**config.mk**
```make
export PLATFORM = sky130hd
export DESIGN_NAME = branch_hazard_ctrl
export DESIGN_NICKNAME = d
export VERILOG_FILES = /design/src/rtl/branch_hazard_ctrl.sv
export SDC_FILE = /design/constraint.sdc
export NUM_CORES = 1
export LEC_CHECK = 0
export ABC_CLOCK_PERIOD_IN_PS = 7500
export BUFFER_PORTS_ARGS = -buffer_cell sky130_fd_sc_hd__buf_2
export CORE_ASPECT_RATIO = 0.75
export CORE_MARGIN = 2
export CORE_UTILIZATION = 45
export CTS_BUF_LIST = sky130_fd_sc_hd__clkbuf_16
export DETAILED_ROUTE_END_ITERATION = 10
export GPL_TIMING_DRIVEN = 0
export HOLD_SLACK_MARGIN = 0.12
export PLACE_DENSITY = 0.8
export SYNTH_ARGS = -nofsm -noshare
export SYNTH_HDL_FRONTEND = slang
export SYNTH_SLANG_ARGS = --single-unit
```
**constraint.sdc**
```tcl
create_clock -name clk -period 7.5 [get_ports clk]
set_input_delay 1.875 -clock clk [delete_from_list [all_inputs] [get_ports clk]]
set_output_delay 1.875 -clock clk [all_outputs]
set_load 0.01 [all_outputs]
```
**src/rtl/branch_hazard_ctrl.sv**
```systemverilog
// ID-stage branch sequencer: detects RAW hazards on branch sources, inserts 0-2 stalls,
// selects operand forwarding, drives PC redirect / IF/ID flush and keeps saturating stats.
module branch_hazard_ctrl #(
  parameter int CNT_W = 32
) (
  input  logic             clk,
  input  logic             reset,
  input  logic             id_branch,
  input  logic [4:0]       id_rs1,
  input  logic [4:0]       id_rs2,
  input  logic             ex_regwrite,
  input  logic             ex_memread,
  input  logic [4:0]       ex_rd,
  input  logic             mem_regwrite,
  input  logic             mem_memread,
  input  logic [4:0]       mem_rd,
  input  logic             wb_regwrite,
  input  logic [4:0]       wb_rd,
  input  logic             branch_sel,
  output logic             stall_pc,
  output logic             stall_ifid,
  output logic             bubble_idex,
  output logic             flush_ifid,
  output logic             pc_sel,
  output logic [1:0]       fwd_a,
  output logic [1:0]       fwd_b,
  output logic [CNT_W-1:0] branch_cnt,
  output logic [CNT_W-1:0] taken_cnt,
  output logic [CNT_W-1:0] stall_cnt
);

  typedef enum logic [1:0] {
    IDLE    = 2'd0,
    STALL   = 2'd1,
    RESOLVE = 2'd2
  } state_t;

  localparam logic [1:0] FWD_RF  = 2'b00;
  localparam logic [1:0] FWD_MEM = 2'b01;
  localparam logic [1:0] FWD_WB  = 2'b10;

  localparam logic [CNT_W-1:0] CNT_ONE = {{(CNT_W-1){1'b0}}, 1'b1};
  localparam logic [CNT_W-1:0] CNT_MAX = {CNT_W{1'b1}};

  state_t     state, state_nxt;
  logic [1:0] rem, rem_nxt;
  logic       quiet_q;
  logic       quiet;

  logic [1:0] need_a, need_b, need;
  logic [1:0] fwd_a_raw, fwd_b_raw;

  logic       do_stall;
  logic       do_resolve;
  logic       do_redirect;

  // x0 is hardwired to zero, so a write to it can never create a dependency.
  function automatic logic hit(input logic we, input logic [4:0] rd, input logic [4:0] rs);
    return we && (rd == rs) && (rs != 5'd0);
  endfunction

  function automatic logic [1:0] stall_need(
    input logic [4:0] rs,
    input logic       e_we, input logic e_ld, input logic [4:0] e_rd,
    input logic       m_we, input logic m_ld, input logic [4:0] m_rd
  );
    if (hit(e_we, e_rd, rs))           return e_ld ? 2'd2 : 2'd1;
    else if (hit(m_we, m_rd, rs) && m_ld) return 2'd1;
    else                               return 2'd0;
  endfunction

  function automatic logic [1:0] fwd_pick(
    input logic [4:0] rs,
    input logic       m_we, input logic m_ld, input logic [4:0] m_rd,
    input logic       w_we, input logic [4:0] w_rd
  );
    if (hit(m_we, m_rd, rs) && !m_ld) return FWD_MEM;
    else if (hit(w_we, w_rd, rs))     return FWD_WB;
    else                              return FWD_RF;
  endfunction

  function automatic logic [CNT_W-1:0] sat_inc(input logic [CNT_W-1:0] v);
    return (v == CNT_MAX) ? v : v + CNT_ONE;
  endfunction

  // Outputs stay low during reset and for one cycle afterwards.
  assign quiet = reset || quiet_q;

  always_comb begin
    need_a    = stall_need(id_rs1, ex_regwrite, ex_memread, ex_rd,
                           mem_regwrite, mem_memread, mem_rd);
    need_b    = stall_need(id_rs2, ex_regwrite, ex_memread, ex_rd,
                           mem_regwrite, mem_memread, mem_rd);
    need      = (need_a > need_b) ? need_a : need_b;
    fwd_a_raw = fwd_pick(id_rs1, mem_regwrite, mem_memread, mem_rd, wb_regwrite, wb_rd);
    fwd_b_raw = fwd_pick(id_rs2, mem_regwrite, mem_memread, mem_rd, wb_regwrite, wb_rd);
  end

  always_comb begin
    // NOTE: every signal gets a default first so no path through the case leaves one
    // unassigned, which would otherwise infer a latch.
    state_nxt   = state;
    rem_nxt     = rem;
    do_stall    = 1'b0;
    do_resolve  = 1'b0;
    do_redirect = 1'b0;

    if (quiet) begin
      state_nxt = IDLE;
      rem_nxt   = 2'd0;
    end else begin
      unique case (state)
        IDLE: begin
          if (id_branch) begin
            if (need == 2'd0) begin
              do_resolve  = 1'b1;
              do_redirect = branch_sel;
            end else begin
              do_stall  = 1'b1;
              rem_nxt   = need - 2'd1;
              state_nxt = (need == 2'd2) ? STALL : RESOLVE;
            end
          end
        end
        STALL: begin
          if (!id_branch) begin
            state_nxt = IDLE;
            rem_nxt   = 2'd0;
          end else begin
            do_stall  = 1'b1;
            rem_nxt   = (rem == 2'd0) ? 2'd0 : rem - 2'd1;
            state_nxt = (rem <= 2'd1) ? RESOLVE : STALL;
          end
        end
        RESOLVE: begin
          // Producers have advanced far enough that forwarding now covers them.
          state_nxt = IDLE;
          rem_nxt   = 2'd0;
          if (id_branch) begin
            do_resolve  = 1'b1;
            do_redirect = branch_sel;
          end
        end
        default: begin
          state_nxt = IDLE;
          rem_nxt   = 2'd0;
        end
      endcase
    end
  end

  assign stall_pc    = do_stall;
  assign stall_ifid  = do_stall;
  assign bubble_idex = do_stall;
  assign pc_sel      = do_redirect;
  assign flush_ifid  = do_redirect;
  assign fwd_a       = quiet ? FWD_RF : fwd_a_raw;
  assign fwd_b       = quiet ? FWD_RF : fwd_b_raw;

  // NOTE: sequential state uses non-blocking assignments so every register samples
  // the pre-edge values, independent of statement order.
  always_ff @(posedge clk) begin
    if (reset) begin
      state      <= IDLE;
      rem        <= 2'd0;
      quiet_q    <= 1'b1;
      branch_cnt <= '0;
      taken_cnt  <= '0;
      stall_cnt  <= '0;
    end else begin
      state   <= state_nxt;
      rem     <= rem_nxt;
      quiet_q <= 1'b0;
      if (do_resolve)               branch_cnt <= sat_inc(branch_cnt);
      if (do_resolve && branch_sel) taken_cnt  <= sat_inc(taken_cnt);
      if (do_stall)                 stall_cnt  <= sat_inc(stall_cnt);
    end
  end

endmodule

```
# --- Word-level counts from Yosys, hierarchy flattened ---
# Cells that the tools add are included.
word_totals:
  register_bits: 101
  wordCells: 97
  out_inout_bits: 105
op_classes:
  bitwise: 3
  reduce_logical: 29
  mux: 38
  n_addsub: 5
  n_lt_le_gt_ge: 2
  n_eq_ne: 14
ops:
  columns: ["op", "count"]
  rows:
  - ["32-bit by 1-bit adder with 32-bit output (second input constant)", 3]
  - ["32-bit == test (second input constant)", 3]
  - ["2-bit 2-to-1 mux", 19]
  - ["5-bit == test", 6]
  - ["1-bit logical AND", 17]
  - ["1-bit 2-to-1 mux", 14]
  - ["5-bit nonzero test", 2]
  - ["2-bit one-hot mux with 2 select lines", 2]
  - ["2-bit AND reduction", 4]
  - ["2-bit logical NOT", 3]
  - ["1-bit one-hot mux with 2 select lines", 3]
  - ["2-bit == test (second input constant)", 2]
  - ["2-bit inequality test (second input constant)", 2]
  - ["2-bit by 1-bit subtractor with 2-bit output (second input constant)", 2]
  - ["1-bit inverter", 3]
  - ["2-bit by 1-bit == test with 1-bit output (second input constant)", 1]
  - ["2-bit > comparator", 1]
  - ["2-bit by 1-bit less-or-equal comparator with 1-bit output (second input constant)", 1]
  - ["2-bit OR reduction", 1]
  - ["1-bit logical NOT", 1]
  - ["1-bit logical OR", 1]

# --- Depth between registers and ports, before layout ---
# Gate-level depths: netlist (run 1).
depth:
  word_depth: 15
  depth_mapped: 18
  depth_no_buf: 16

# --- Worst setup path after synthesis (run 1) ---
# Ideal clock, no wire load.
synth_timing:
  kind: "input port to output port"
  startpoint: "input port id_rs2[1]"
  endpoint: "output port stall_ifid"
  stages: 14
  slack_ps: 1107
  t_required_ps: 5625
  n_path_buf: 3
  arrival_ps: 4518
  path_cell_list: "clkbuf_1 > xnor2_1 > nand4_1 > nor4_1 > mux2i_1 > ha_1 > and2_1 > o21ai_0 > and2_1 > ha_1 > nand2b_1 > and3_1 > clkbuf_1 > buf_4"
synth_between:
  elab_chain_cells: 13
  word_cells_on_any_way: 17
  classes_between: "order compare: 1; eq/ne: 2; mux: 7; reduce/logical: 7"
synth_rtl:
  columns: ["item", "line", "text"]
  rows:
  - ["start: declaration", "10", "input logic [4:0] id_rs2,"]
  - ["5-bit == test", "59", "return we && (rd == rs) && (rs != 5'd0);"]
  - ["1-bit logical AND (2 in a row)", "59", null]
  - ["1-bit logical AND", "68", "else if (hit(m_we, m_rd, rs) && m_ld) return 2'd1;"]
  - ["1-bit 2-to-1 mux", "68", null]
  - ["2-bit 2-to-1 mux (*)", "67", "if (hit(e_we, e_rd, rs)) return e_ld ? 2'd2 : 2'd1;"]
  - ["2-bit > comparator", "94", "need = (need_a > need_b) ? need_a : need_b;"]
  - ["2-bit 2-to-1 mux (*)", "94", null]
  - ["2-bit logical NOT (*)", "115", "if (need == 2'd0) begin"]
  - ["1-bit 2-to-1 mux (*)", "115", null]
  - ["1-bit 2-to-1 mux (*)", "114", "if (id_branch) begin"]
  - ["1-bit one-hot mux with 2 select lines (*)", "112", "unique case (state)"]
  - ["1-bit 2-to-1 mux (*)", "108", "if (quiet) begin"]
  - ["end: declaration", "21", "output logic stall_ifid,"]
# Mark *: on every way between the ends. The rest lies on a longest branch, timed or not.

# --- Worst setup path in the final report (run 1) ---
# Same ends and word-level chain as after synthesis.

==> flow_metrics.env, run 1 <==
export IMPL_status="finished clean"
export IMPL_initialDrtViolationCount=353
export IMPL_htree_levels=3
export IMPL_fmax_mhz=143
export IMPL_rows=35
export IMPL_cts_resized=0
export IMPL_power_internal_uw=858
export IMPL_yosysTopAreaCellShare=0.358
export IMPL_wl_per_cell_um=14.3
export IMPL_rsz0062_at_grt="false"
export IMPL_dr_total_vias=5285
export IMPL_drive_gt1_frac=0.244
export IMPL_slowest_stage="nor4_1"
export IMPL_worst_slack_ps=520
export IMPL_dp_slack_ps=493
export IMPL_vias_per_cell=5.39
export IMPL_end_kind="output port"
export IMPL_areaGrowthSynthToFinish_pct=21.6
export IMPL_final_hold_viol_count=0
export IMPL_path_clk_slew_ps=70
export IMPL_tightest_slew_ps=637
export IMPL_fin_cells=981
export IMPL_comb_power_share=0.052
export IMPL_crit_family="simple AND/OR/NAND/NOR gates"
export IMPL_drc_errors=0
export IMPL_cp_start_kind="primary input"
export IMPL_grt_pass1_wl_um=22600
export IMPL_cpPeakStageDelay_ps=370
export IMPL_power_density_mw_per_mm2=162
export IMPL_grt_pass1_vias=4565
export IMPL_antenna_left=0
export IMPL_critPathKind="primary input to output port"
export IMPL_synth_edf_count=0
export IMPL_fp_dieW_um=133
export IMPL_synth_nets=704
export IMPL_netlist_area_mm2=0.00565
export IMPL_ir_drop_mv=0.112
export IMPL_ys_top_cells_by_area="dfxtp_1 36%, xnor2_1 10%, nor2_1 6.4%"
export IMPL_antennaDiodeCount=0
export IMPL_yosysTopAreaCell="dfxtp_1"
export IMPL_gp_congestion=0.884
export IMPL_async_flop_share=0
export IMPL_die_area_mm2=0.0135
export IMPL_globalRouteOverflowTotal=0
export IMPL_seq_area_frac_synth=0.358
export IMPL_crit_buf_inv=4
export IMPL_coreArea_mm2=0.0123
export IMPL_drtPass1Iterations=5
export IMPL_synth_main_ff_cell="dfxtp_1"
export IMPL_ys_warn_count=0
export IMPL_min_period_ps=6980
export IMPL_antenna_found_initial=1
export IMPL_netlist_instances=662
export IMPL_cts_sinks=101
export IMPL_finalCritPeriodShare=0.931
export IMPL_tns_ps=0
export IMPL_initial_core_util=0.461
export IMPL_dp_hpwl_um=10600
export IMPL_setup_viol=0
export IMPL_pin_count=139
export IMPL_cts_setup_buffers=0
export IMPL_holdBufCountCts=0
export IMPL_path_cells="clkbuf_1, xnor2_1, nand4_1, nor4_1, mux2i_1, ha_1, nor3b_1, o21bai_1, and2_1, ha_1, nand2b_1, and3_1, clkbuf_1, buf_4, buf_2"
export IMPL_numCtsBuffers=9
export IMPL_grt_max_degree=19
export IMPL_fin_nets=852
export IMPL_fin_util=0.560
export IMPL_dp_cells=965
export IMPL_placement_io_buffers=137
export IMPL_cellLeakagePower_uw=0.00272
export IMPL_finalWirelength_um=14000
export IMPL_clkPwrFrac=0.465
export IMPL_insertion_delay_ps=350
export IMPL_switching_share=0.231
export IMPL_cts_path_max_buffers=2
export IMPL_p_sw_uw=258
export IMPL_syn_avg_cell_area_um2=8.53
export IMPL_relSlewSlack=0.576
export IMPL_pwr_share_seq=0.483
export IMPL_fp_dieH_um=101
export IMPL_ctsRootBufferMaster="clkbuf_16"
export IMPL_crit_fanout=7
export IMPL_ys_seq_elements=101
export IMPL_cts_tree="yes"
export IMPL_arrival_ps=5110
export IMPL_cap_violations=0
export IMPL_required_ps=5620
export IMPL_fin_skew_ps=8.44
export IMPL_maxSlewViolCount=0
export IMPL_hp_class="register to register"
export IMPL_synthDistinctLibCells=58
export IMPL_grtUsageTotal=0.205
-- cells in the mapped netlist, types with 8 or more instances --
cell type  number
xnor2_1        65
nor3_1         24
clkbuf_1       14
and2_1          8
a21oi_1        25
buf_2           8
and3_1         11
nand2_1        42
inv_1          13
xor2_1         35
ha_1            8
nor2_1         96
nand4_1        35
o21ai_0        20
and4_1         15
nor4_1         11
dfxtp_1       101
nand3_1        32
or3_1          19
-- tightest hold or removal path, delay by kind of cell, from the launching register on --
family / cells / cell delay, ps
DFF: 1 / 330
AOI/OAI and AO/OA: 2 / 130
-- worst paths after layout --
path	cells past startpoint	slack [ps]	endpoint	start
min	2	510	branch_cnt[21]$_SDFFE_PP0P_	branch_cnt[21]$_SDFFE_PP0P_
max reg2reg	7	5150	stall_cnt[17]$_SDFFE_PP0P_	stall_cnt[19]$_SDFFE_PP0P_
min reg2reg	2	510	branch_cnt[21]$_SDFFE_PP0P_	branch_cnt[21]$_SDFFE_PP0P_
max	15	520	stall_ifid	id_rs2[1]
-- placed cells by master (no fill, tap or decap), drive strengths merged, types with 4 or more instances in the layout --
cell type / Yosys / layout
ha: 8 / 8
and4: 15 / 15
nand3: 32 / 32
nor4b: 6 / 6
nor3: 31 / 31
nor2b: 7 / 7
xnor2: 65 / 65
nand2: 42 / 42
and3: 11 / 11
nor4: 18 / 18
inv: 13 / 16
or3: 19 / 19
mux2i: 4 / 4
a21oi: 25 / 25
buf: 12 / 149
clkbuf: 14 / 23
nand4: 40 / 40
o21ai: 20 / 20
and2: 8 / 8
nor3b: 9 / 9
nor2: 96 / 96
xor2: 35 / 35
dfxtp: 101 / 101
-- area by class of cell --
| class | count | area, µm² |
|---|---|---|
| Tap cell | 166 | 208 |
| Clock buffer | 9 | 225 |
| Inverter | 13 | 48.8 |
| Multi-Input combinational cell | 522 | 3450 |
| Buffer | 26 | 126 |
| Sequential cell | 101 | 2020 |
| Clock inverter | 7 | 104 |
| Fill cell | 1127 | 5390 |
| Timing Repair Buffer | 137 | 686 |
-- routing by layer --
metal,track usage,up-vias,share of wire
met4,0.0458,0,0.0083
met3,0.0442,11,0.071
li1,-,2647,-
met2,0.307,175,0.43
met5,0,-,0
met1,0.302,2452,0.49
-- state kept, by name, summed over array words and instances, names as in the netlist --
| register | flops |
|---|---|
| rem | 2 |
| stall_cnt | 32 |
| branch_cnt | 32 |
| taken_cnt | 32 |
| state | 2 |
| quiet_q | 1 |
-- per-stage QoR --
step	total power, µW	hold WS [ps]	instance area (µm²)
global placement	608	484	6540
finish	1120	507	6870
floorplan	584	501	5650
CTS	1120	512	6870
detailed placement	610	497	6540
global route	1150	528	6870
-- power by group through the flow --
stage | clock (µW) | combinational, µW | sequential [µW]
6_report | 519 | 58.5 | 538
5_1_grt | 547 | 64.7 | 538
4_1_cts | 526 | 59.0 | 538
3_5_place_dp | 0 | 59.0 | 551
3_3_place_gp | 0 | 57.5 | 551
2_1_floorplan | 0 | 32.8 | 551
-- cell families (layout without fill, tap and decap cells) --
group                      Yosys count  after routing  synth area share
and+or+nand+nor                    345            345             0.356
DFF                                101            101             0.358
xor gates and xnor gates           100            100             0.155
AOI/OAI and AO/OA                   63             63            0.0714
buffers and inverters               39            192            0.0310
adders and majority gates            8              8            0.0177
muxes                                6              6            0.0111
Power figures use the tool's default switching activity.
==> inputs of run 2 (changes only) <==
--- a/config.mk
+++ b/config.mk
@@ -9,12 +9,12 @@
 export BUFFER_PORTS_ARGS = -buffer_cell sky130_fd_sc_hd__buf_2
 export CORE_ASPECT_RATIO = 0.75
 export CORE_MARGIN = 2
-export CORE_UTILIZATION = 45
+export CORE_UTILIZATION = 34
 export CTS_BUF_LIST = sky130_fd_sc_hd__clkbuf_16
 export DETAILED_ROUTE_END_ITERATION = 10
 export GPL_TIMING_DRIVEN = 0
 export HOLD_SLACK_MARGIN = 0.12
-export PLACE_DENSITY = 0.8
+export PLACE_DENSITY_LB_ADDON = 0.12
 export SYNTH_ARGS = -nofsm -noshare
 export SYNTH_HDL_FRONTEND = slang
 export SYNTH_SLANG_ARGS = --single-unit
==> run 2 against run 1 <==
  * Cell count grew 4.3%
  * Critical path depth unchanged
  * Global-route usage fell by 3.2 points
  * Clock-buffer cell count unchanged
  * Hold slack got worse by 3.4 ps
  * Maximum frequency shrank 0.87%
  * Wire length rose by 8.6%
  * Sequential share of layout area hardly changed
  * Combinational power rose by 2%
  * Sequential cell count stayed put
  * First-iteration DRC count is 25% lower
  * Via count is 0.51% lower
  * Critical path type unchanged
  * Critical endpoint unchanged
  * Largest power group unchanged
  * Highest routed layer unchanged
==> flow_metrics.env, run 2 (synthesis gave the netlist of run 1 again) <==
export IMPL_finalPower_uw=1060
export IMPL_cp_start_kind="primary input"
export IMPL_antennaDiodeCount=0
export IMPL_final_hold_viol_count=0
export IMPL_cts_path_max_buffers=2
export IMPL_critPathKind="primary input to output port"
export IMPL_drc_errors=0
export IMPL_crit_fanout=7
export IMPL_grtUsageTotal=0.174
export IMPL_pin_count=139
export IMPL_cellLeakagePower_uw=0.00270
export IMPL_globalRouteOverflowTotal=0
export IMPL_fmax_mhz=142
export IMPL_initial_core_util=0.350
export IMPL_die_area_mm2=0.0177
export IMPL_drive_gt1_frac=0.240
export IMPL_hp_class="register to register"
export IMPL_layout_commonest_cell="buf_2"
export IMPL_path_clk_slew_ps=70
export IMPL_placement_io_buffers=137
export IMPL_worstHoldStart="branch_cnt[2]$_SDFFE_PP0P_"
export IMPL_insertion_delay_ps=350
export IMPL_cts_setup_buffers=0
export IMPL_cts_sinks=101
export IMPL_tns_ps=0
export IMPL_dr_total_vias=5258
export IMPL_final_cell_mix="145 x buf_2, 101 x dfxtp_1, 96 x nor2_1"
export IMPL_required_ps=5620
export IMPL_holdBufCountCts=0
export IMPL_cts_resized=0
export IMPL_min_period_ps=7040
export IMPL_antenna_found_initial=0
export IMPL_finalWirelength_um=15200
export IMPL_setup_viol=0
export IMPL_maxSlewViolCount=0
export IMPL_end_kind="output port"
export IMPL_numCtsBuffers=9
export IMPL_reg_largest_list="branch_cnt x32, stall_cnt x32, taken_cnt x32"
export IMPL_rows=40
export IMPL_fp_dieW_um=153
export IMPL_cp_startpoint="id_rs2[1]"
export IMPL_arrival_ps=5170
export IMPL_rsz0062_at_grt="false"
export IMPL_htree_levels=3
export IMPL_tightest_slew_ps=644
export IMPL_antenna_left=0
export IMPL_cap_violations=0
export IMPL_ir_drop_mv=0.0891
export IMPL_drtPass1Iterations=5
export IMPL_wl_per_cell_um=14.9
export IMPL_grt_max_degree=16
export IMPL_relSlewSlack=0.571
export IMPL_r2r_start="taken_cnt[8]$_SDFFE_PP0P_"
export IMPL_areaGrowthSynthToFinish_pct=21.7
export IMPL_vias_per_cell=5.14
export IMPL_grt_pass1_vias=4945
export IMPL_finalCritPeriodShare=0.939
export IMPL_cts_tree="yes"
export IMPL_ctsRootBufferMaster="clkbuf_16"
export IMPL_fin_nets=852
export IMPL_dp_hpwl_um=11600
export IMPL_initialDrtViolationCount=263
export IMPL_fin_skew_ps=7.71
export IMPL_status="finished clean"
export IMPL_coreArea_mm2=0.0161
export IMPL_grt_pass1_wl_um=25100
export IMPL_power_density_mw_per_mm2=154
export IMPL_gp_congestion=0.902
export IMPL_fp_dieH_um=116
run 2: cell types whose count changed in the layout (fill, tap and decap cells not counted):
cell and delta:
bufinv_16 -1, clkinv_1 +1, clkinvlp_4 -1, inv_1 +1, inv_6 -1, inv_8 -1
run 2: power by group:
part	switching, µW	internal, µW
clock	207	254
combinational	36.0	23.4
sequential	1.51	537
run 2: cell type report:
cell class | count | area, µm²
inverters | 13 | 48.8
repair buffers | 137 | 686
clock inverters | 5 | 53.8
clock buffers | 9 | 225
multi-input cells | 522 | 3450
well taps | 210 | 263
flip-flops and latches | 101 | 2020
fillers | 1629 | 9240
plain buffers | 26 | 126
run 2: worst max-delay path, stage by stage:
cell,delay [ps]
clkbuf_1,230
xnor2_1,160
nand4_1,130
nor4_1,410
mux2i_1,300
ha_1,290
and2_1,160
o21ai_0,230
and2_1,210
ha_1,300
nand2b_1,160
and3_1,210
clkbuf_1,190
buf_4,180
buf_2,130
run 2: path summary, 6_finish.rpt:
kind | endpoint | slack [ps] | depth (start not counted)
worst min register to register | branch_cnt[2]$_SDFFE_PP0P_ | 500 | 1
worst min-delay path | branch_cnt[2]$_SDFFE_PP0P_ | 500 | 1
worst max-delay path | stall_ifid | 460 | 15
worst max register to register | taken_cnt[15]$_SDFFE_PP0P_ | 5100 | 7
run 2: per-layer routing:
| metal | vias up | global-route usage | wire, µm | part of all wire |
|---|---|---|---|---|
| met5 | - | 0 | 0 | 0 |
| met3 | 13 | 0.0460 | 729 | 0.048 |
| met2 | 121 | 0.270 | 6770 | 0.44 |
| met4 | 0 | 0.0389 | 143 | 0.0094 |
| met1 | 2485 | 0.243 | 7570 | 0.50 |
| li1 | 2639 | - | - | - |
run 2: stage by stage:
stage | instances | instance area, µm² | hold WS (ps) | utilization | setup slack, ps
6_report | 1023 | 6870 | 504 | 0.427 | 459
5_1_grt | 1023 | 6870 | 565 | 0.427 | 176
4_1_cts | 1023 | 6870 | 511 | 0.427 | 382
3_5_place_dp | 1009 | 6600 | 493 | 0.409 | 399
3_3_place_gp | 1009 | 6600 | 487 | 0.409 | 529
2_1_floorplan | 662 | 5650 | 501 | - | 1110
==> inputs of run 3 (changes only) <==
--- a/config.mk
+++ b/config.mk
@@ -14,7 +14,8 @@
 export DETAILED_ROUTE_END_ITERATION = 10
 export GPL_TIMING_DRIVEN = 0
 export HOLD_SLACK_MARGIN = 0.12
-export PLACE_DENSITY_LB_ADDON = 0.12
+export PLACE_DENSITY = 0.62
+export SKIP_CTS_REPAIR_TIMING = 1
 export SYNTH_ARGS = -nofsm -noshare
 export SYNTH_HDL_FRONTEND = slang
 export SYNTH_SLANG_ARGS = --single-unit
==> run 3 against run 2 <==
  * Cell count is 0.29% higher
  * Clock-buffer cell count stayed put
  * Critical path depth unchanged
  * Non-clock buffer count stayed put
  * First-iteration DRC count is 26% higher
  * Sequential share of layout area decreased by 0.29 points
  * Via count down 1.1%
  * Total power is 7.7% higher
  * Wire length down 4.3%
  * Design area increased by 1.0%
  * Highest routed layer unchanged
==> flow_metrics.env, run 3 (synthesis gave the netlist of run 1 again) <==
export IMPL_status="finished clean"
export IMPL_power_density_mw_per_mm2=164
export IMPL_crit_fanout=7
export IMPL_insertion_delay_ps=350
export IMPL_fin_skew_ps=6.86
export IMPL_rsz0062_at_grt="false"
export IMPL_end_kind="output port"
export IMPL_layout_commonest_cell="buf_2"
export IMPL_maxSlewViolCount=0
export IMPL_required_ps=5620
export IMPL_busiest_layer="met1"
export IMPL_cts_sinks=101
export IMPL_grt_pass1_wl_um=23700
export IMPL_pin_count=139
export IMPL_fmax_mhz=142
export IMPL_dp_hpwl_um=11100
export IMPL_arrival_ps=5150
export IMPL_final_cell_mix="145 x buf_2, 101 x dfxtp_1, 96 x nor2_1"
export IMPL_vias_per_cell=5.07
export IMPL_coreArea_mm2=0.0161
export IMPL_cts_path_max_buffers=2
export IMPL_areaGrowthSynthToFinish_pct=23.0
export IMPL_setup_viol=0
export IMPL_cts_tree="yes"
export IMPL_worst_slack_ps=478
export IMPL_grtUsageTotal=0.166
export IMPL_dp_slack_ps=451
export IMPL_final_hold_viol_count=0
export IMPL_die_area_mm2=0.0177
export IMPL_grtUsageMet3=0.0460
export IMPL_cp_start_kind="primary input"
export IMPL_drive_gt1_frac=0.244
export IMPL_cap_violations=0
export IMPL_placement_io_buffers=137
export IMPL_path_clk_slew_ps=70
export IMPL_finalCritPeriodShare=0.936
export IMPL_rows=40
export IMPL_fill_cells=1636
export IMPL_gp_congestion=0.829
export IMPL_ctsRootBufferMaster="clkbuf_16"
export IMPL_dr_total_vias=5201
export IMPL_hp_class="register to register"
export IMPL_tns_ps=0
export IMPL_cellLeakagePower_uw=0.00273
export IMPL_globalRouteOverflowTotal=0
export IMPL_grtUsageMet1=0.249
export IMPL_fin_nets=852
export IMPL_grt_max_degree=18
export IMPL_multiInputGateArea_mm2=0.00345
export IMPL_grtUsageMet2=0.236
export IMPL_antenna_left=0
export IMPL_finalPower_uw=1140
export IMPL_tightest_slew_ps=779
export IMPL_htree_levels=3
export IMPL_initial_core_util=0.350
export IMPL_critPathKind="primary input to output port"
export IMPL_ir_drop_mv=0.0957
export IMPL_drc_errors=0
export IMPL_wl_per_cell_um=14.2
export IMPL_relSlewSlack=0.481
export IMPL_grt_pass1_vias=4635
export IMPL_drtPass1Iterations=6
export IMPL_seq_area_mm2=0.00202
export IMPL_finalWirelength_um=14600
export IMPL_reg_largest_list="branch_cnt x32, stall_cnt x32, taken_cnt x32"
export IMPL_numCtsBuffers=9
export IMPL_min_period_ps=7020
export IMPL_antenna_found_initial=0
export IMPL_fp_dieW_um=153
export IMPL_fp_dieH_um=116
export IMPL_initialDrtViolationCount=332
[run 3: cell count changes in the layout (fill, tap and decap cells not counted), sizes merged]
cell	change
bufinv	+2
diode	+1
[run 3: final timing paths]
path	startpoint	end	slack, ps	cells after the start
worst max-delay path	id_rs2[1]	stall_pc	480	15
worst min register to register	branch_cnt[29]$_SDFFE_PP0P_	branch_cnt[29]$_SDFFE_PP0P_	500	2
worst max register to register	taken_cnt[8]$_SDFFE_PP0P_	taken_cnt[29]$_SDFFE_PP0P_	5110	7
worst min-delay path	branch_cnt[29]$_SDFFE_PP0P_	branch_cnt[29]$_SDFFE_PP0P_	500	2
[run 3: per-layer routing]
layer  wire length, µm  share of wire
met1              7580           0.52
met5                 0              0
met2              5840           0.40
met4               119         0.0082
met3              1020          0.070
[run 3: layout make-up]
cell class	count	area share
diodes	1	0.000360
flip-flops and latches	101	0.291
multi-input cells	522	0.497
plain buffers	26	0.0182
clock inverters	7	0.0173
clock buffers	9	0.0324
repair buffers	137	0.0988
inverters	13	0.00703
well taps	210	0.0378
[run 3: stage by stage]
stage          cell area, µm²   util  cells  hold slack, ps
2_1_floorplan            5650      -    662             501
3_3_place_gp             6600  0.409   1009             480
3_5_place_dp             6600  0.409   1009             491
4_1_cts                  6940  0.431   1025             501
5_1_grt                  6940  0.431   1025             549
6_report                 6940  0.431   1026             499
[run 3: power breakdown]
| group | internal (µW) | switching [µW] | total (µW) |
|---|---|---|---|
| clock network | 328 | 216 | 544 |
| registers | 537 | 1.30 | 538 |
| logic | 23.4 | 35.1 | 58.4 |
[run 3: critical path: stages]
cell and delay (ps):
clkbuf_1 260, xnor2_1 160, nand4_1 120, nor4_1 370, mux2i_1 310, ha_1 290, and2_1 160, o21ai_0 200
and2_1 180, ha_1 300, nand2b_1 170, and3_1 210, clkbuf_1 220, buf_4 200, buf_2 130
